`src/rtl/disp_ctrl.sv`:
```
// Display timing controller: free-running pixel/line counters with per-frame
// latched mode and enable, decoded into registered sync, active-video and VRAM read strobes.
module disp_ctrl (
  input  logic       ACLK,
  input  logic       ARST,
  input  logic [1:0] RESOL,
  input  logic       DISPON,
  output logic       VRSTART,
  output logic       BUF_RDEN,
  output logic       DSP_preDE,
  output logic       DSP_HSYNC_X,
  output logic       DSP_VSYNC_X
);

  typedef struct packed {
    logic [10:0] sync;
    logic [10:0] bp;
    logic [10:0] act;
    logic [10:0] tot;
  } axis_t;

  logic [10:0] hcnt;
  logic [10:0] vcnt;
  logic [1:0]  resol_q;
  logic        dispon_q;

  axis_t       h_tm;
  axis_t       v_tm;
  logic [10:0] h_act_start;
  logic [10:0] h_act_end;
  logic [10:0] v_act_start;
  logic [10:0] v_act_end;
  logic        h_last;
  logic        v_last;
  logic        frame_end;

  logic        hsync_n_d;
  logic        vsync_n_d;
  logic        de_d;
  logic        rden_d;
  logic        vrstart_d;

  // Mode 3 is not a real mode and falls through to 640x480.
  always_comb begin
    h_tm = '{sync: 11'd96,  bp: 11'd48,  act: 11'd640,  tot: 11'd800};
    v_tm = '{sync: 11'd2,   bp: 11'd33,  act: 11'd480,  tot: 11'd525};
    case (resol_q)
      2'd1: begin
        h_tm = '{sync: 11'd128, bp: 11'd88,  act: 11'd800,  tot: 11'd1056};
        v_tm = '{sync: 11'd4,   bp: 11'd23,  act: 11'd600,  tot: 11'd628};
      end
      2'd2: begin
        h_tm = '{sync: 11'd112, bp: 11'd248, act: 11'd1280, tot: 11'd1688};
        v_tm = '{sync: 11'd3,   bp: 11'd38,  act: 11'd1024, tot: 11'd1066};
      end
      default: ;
    endcase
  end

  always_comb begin
    h_act_start = h_tm.sync + h_tm.bp;
    h_act_end   = h_act_start + h_tm.act;
    v_act_start = v_tm.sync + v_tm.bp;
    v_act_end   = v_act_start + v_tm.act;
    h_last      = (hcnt == h_tm.tot - 11'd1);
    v_last      = (vcnt == v_tm.tot - 11'd1);
    frame_end   = h_last && v_last;
  end

  // Mode/enable are sampled together with the counter wrap, so the new frame's
  // very first cycle already decodes against the new totals.
  always_ff @(posedge ACLK or posedge ARST) begin
    if (ARST) begin
      hcnt     <= '0;
      vcnt     <= '0;
      resol_q  <= '0;
      dispon_q <= 1'b0;
    end else begin
      if (h_last) begin
        hcnt <= '0;
        if (v_last) vcnt <= '0;
        else        vcnt <= vcnt + 11'd1;
      end else begin
        hcnt <= hcnt + 11'd1;
      end
      if (frame_end) begin
        resol_q  <= RESOL;
        dispon_q <= DISPON;
      end
    end
  end

  always_comb begin
    hsync_n_d = (hcnt >= h_tm.sync);
    vsync_n_d = (vcnt >= v_tm.sync);
    de_d      = (hcnt >= h_act_start) && (hcnt < h_act_end) &&
                (vcnt >= v_act_start) && (vcnt < v_act_end);
    rden_d    = de_d && dispon_q;
    vrstart_d = (hcnt == 11'd0) && (vcnt == 11'd0) && dispon_q;
  end

  // One register stage after the counters on every output keeps them aligned.
  always_ff @(posedge ACLK or posedge ARST) begin
    if (ARST) begin
      VRSTART     <= 1'b0;
      BUF_RDEN    <= 1'b0;
      DSP_preDE   <= 1'b0;
      DSP_HSYNC_X <= 1'b1;
      DSP_VSYNC_X <= 1'b1;
    end else begin
      VRSTART     <= vrstart_d;
      BUF_RDEN    <= rden_d;
      DSP_preDE   <= de_d;
      DSP_HSYNC_X <= hsync_n_d;
      DSP_VSYNC_X <= vsync_n_d;
    end
  end

endmodule

```
`config.mk`:
```
export PLATFORM = sky130hd
export DESIGN_NAME = disp_ctrl
export DESIGN_NICKNAME = d
export VERILOG_FILES = /design/src/rtl/disp_ctrl.sv
export SDC_FILE = /design/constraint.sdc
export NUM_CORES = 1
export LEC_CHECK = 0
export CAP_MARGIN = 15
export CORE_ASPECT_RATIO = 1.2
export CORE_UTILIZATION = 30
export DETAILED_ROUTE_END_ITERATION = 8
export REMOVE_ABC_BUFFERS = 1
export SETUP_SLACK_MARGIN = 0.3
export SLEW_MARGIN = 25
export SYNTH_ARGS = -nofsm -noshare
export SYNTH_HDL_FRONTEND = slang
export SYNTH_SLANG_ARGS = --single-unit
```
`constraint.sdc`:
```
create_clock -name ACLK -period 2.81 [get_ports ACLK]
set_clock_uncertainty 0.2 [all_clocks]
set_input_delay 0.281 -clock ACLK [delete_from_list [all_inputs] [get_ports ACLK]]
set_output_delay 0.281 -clock ACLK [all_outputs]
set_load 0.03 [all_outputs]
```
==> metrics.cfg <==
[final_layout]
area.growth.synth_to_final_pct=32.3
diodes=0
finalNonFillerCells=358
fin_nets=310
stdcell_area_um2=2930
drive_gt1_frac=0.273

[worst_setup_path]
worstSetupStartpointType=flip-flop
timing.rr.end=BUF_RDEN
worstPathArrival_ns=2.58
slowest_delay_ns=0.46
slowest_stage=dfrtp_2
path_cells=ha_4 -> ha_4 -> ha_1 -> o21ai_2 -> o31ai_4 -> a211oi_4 -> a2111oi_4 -> and4_1
path_buf_inv=0
r2r.worst_path.cells=8
crit_path_frequent_cell=ha_4
r2r_slack_ns=0.27
critPathKind=reg2reg
worst-path-max-fanout=4
crit_required_ns=2.85
critPathTopFamily=compound AO/OA/AOI/OAI gates
endpoint_kind=flip-flop
r2r-start=resol_q[1]

[place]
dpl_cell_area_um2=2500
gp_congestion=0.882
hpwl_mm=3.90
port_buffers=9
preCtsSetupSlack_ns=-0.00564
dpl.cell_count=339

[global_routing]
grt_max_degree=31
grt_pass1_wl_mm=9.18
grt_antenna_before_repair=0
grt_pass1_vias=1837
grt_use_total=0.161
gr-total-overflow=0

[clock_tree]
ctsHtreeMaxLevel=2
clock_latency_ns=0.30
clockRootBuffer=clkbuf_8
clk_path_buf_depth=2
clock_sinks=30
hold_buffers=0
clkTransAtPathRegs_ns=0.07
numCtsBuffers=5
cts_tree=done

[floorplan]
core-area_um2=6980
ioPinCount=10
num_rows=33
die_w_um=80.4
die_area_um2=7730
die_h_um=96.1
start_util=0.317

[synth]
synth-seq-cells=30
synth-xor-area-share=0.0593
syn_area_per_cell_um2=9.46
synth_compound_area_frac=0.142
synth_area_leaders=dfrtp_1 (32%), ha_1 (20%), xor2_1 (4.4%)
synthSimpleGateAreaFrac=0.205
synth_edf_count=0
synth_ff_type=dfrtp_1
yosysSeqAreaShare=0.340
yosys.area.top_type=dfrtp_1
synthMuxAreaShare=0.0153
synth_top_area_share=0.316
async_reset_ff_frac=1.00
synth_area_um2=2210
synthAdderAreaFrac=0.198
synthCells=234
synth_cell_types=49
synth_top_family_by_area=simple AND/OR/NAND/NOR gates
ys_warn_count=0

[drt]
drtAntennaViolNets=0
drtIter0Drc=111
viasPerCell=5.27
dr.pass1.iters=4
routedWlPerCell_um=16.1
vias=1887
drt_wl_total_mm=5.75
drc=0

[sta]
post-route-period-util=0.905
rsz0062_at_grt=yes
layout_min_cycle_time_ns=2.54
relSlewSlack=0.660
finalSetupViolations=0
setup_tns_ns=0
holdWs_ns=0.165
fin_ws_ns=0.267
hold_viol_final=0
tightest_slew_ns=0.509
slew_viol_final=0
fmax_mhz=393

[job]
max_cap_violations=0

[power_and_ir_drop]
ir_drop_mv=0.132
leakage_uw=0.00141
p_per_area_nw_per_um2=319

[status]
outcome=finished clean

[min_path]
hp-class=in2async

[kinds of logic (layout without fill, tap and decap cells)]
logic type               Yosys count  in the layout
AO/OA/AOI/OAI                     44             44
XOR/XNOR                          15             15
adder cells (fa/ha/maj)           35             35
buffers and inverters             22             59
flip-flops                        30             30
multiplexers                       3              3
AND/OR/NAND/NOR                   85             85
[synthesized netlist by cell type, drive strengths merged, types with 4 or more instances]
master	count
a21oi	8
nor2	18
and3	8
nor4b	5
a2bb2oi	4
o21ai	11
buf	4
nand2	18
xor2	11
nor3	6
ha	35
nand2b	4
xnor2	4
nand4	4
nand3	9
dfrtp	28
inv	15
[where the power goes]
part | leakage, µW | switching [µW] | internal (µW)
Sequential | 0.000390 | 3.44 | 437
Combinational | 0.000968 | 63.5 | 53.3
Clock | 0.0000482 | 179 | 197
Total | 0.00141 | 246 | 687
[repair_timing]
action	CTS	global route
resized for setup	22	30
buffers inserted	6	5
pin swaps	9	6
setup endpoints to repair	15	16
[cell usage in the layout, fill, tap and decap left out, drive strengths merged, types with 2 or more instances in the layout]
cell / count
a2111oi: 3
a211oi: 3
a21o: 2
a21oi: 8
a2bb2oi: 4
and3: 8
and3b: 2
buf: 27
clkbuf: 7
clkdlybuf4s50: 9
dfrtp: 28
dfstp: 2
ha: 35
inv: 14
mux2: 3
nand2: 18
nand2b: 4
nand3: 9
nand4: 4
nor2: 18
nor3: 6
nor3b: 2
nor4b: 5
o211a: 2
o21ai: 11
o31ai: 3
or2: 2
xnor2: 4
xor2: 11
[per-stage QoR]
stage | total power (µW) | util
2_1_floorplan | 504 | -
3_3_place_gp | 535 | 0.358
3_5_place_dp | 537 | 0.358
4_1_cts | 919 | 0.391
5_1_grt | 968 | 0.420
6_report | 934 | 0.420
[final cells by class]
type | count | area (µm²)
Fill cell | 649 | 4050
Multi-Input combinational cell | 182 | 1600
Sequential cell | 30 | 754
Timing Repair Buffer | 36 | 312
Tap cell | 87 | 109
Clock buffer | 7 | 86.3
Inverter | 15 | 60.1
Clock inverter | 1 | 5.00
[worst max-delay path by stage]
stage               startpoint         end  slack, ns  depth (start not counted)
floorplan           resol_q[0]  resol_q[0]      -0.16                          8
CTS                 resol_q[0]    BUF_RDEN       0.26                         10
finish              resol_q[1]    BUF_RDEN       0.27                          8
global route        resol_q[1]    BUF_RDEN       0.18                          9
global placement    resol_q[0]     vcnt[1]       0.11                          9
detailed placement  resol_q[1]    BUF_RDEN     -0.006                          9
[worst min-delay path, stage by stage]
cell             delay (ns)
clkdlybuf4s50_1        0.40
inv_1                  0.05
buf_4                  0.36
[metal layers]
layer | track usage | wire length [µm]
met2 | 0.280 | 2940
met1 | 0.185 | 2460
met4 | 0.0833 | 148
met3 | 0.0322 | 201
met5 | 0 | 0
[sequential cells by signal, summed over array words and instances, names as in the netlist]
signal       cells
DSP_VSYNC_X      1
DSP_preDE        1
VRSTART          1
BUF_RDEN         1
vcnt            11
dispon_q         1
hcnt            11
resol_q          2
DSP_HSYNC_X      1
No activity file was read; power rests on OpenSTA's default activity.
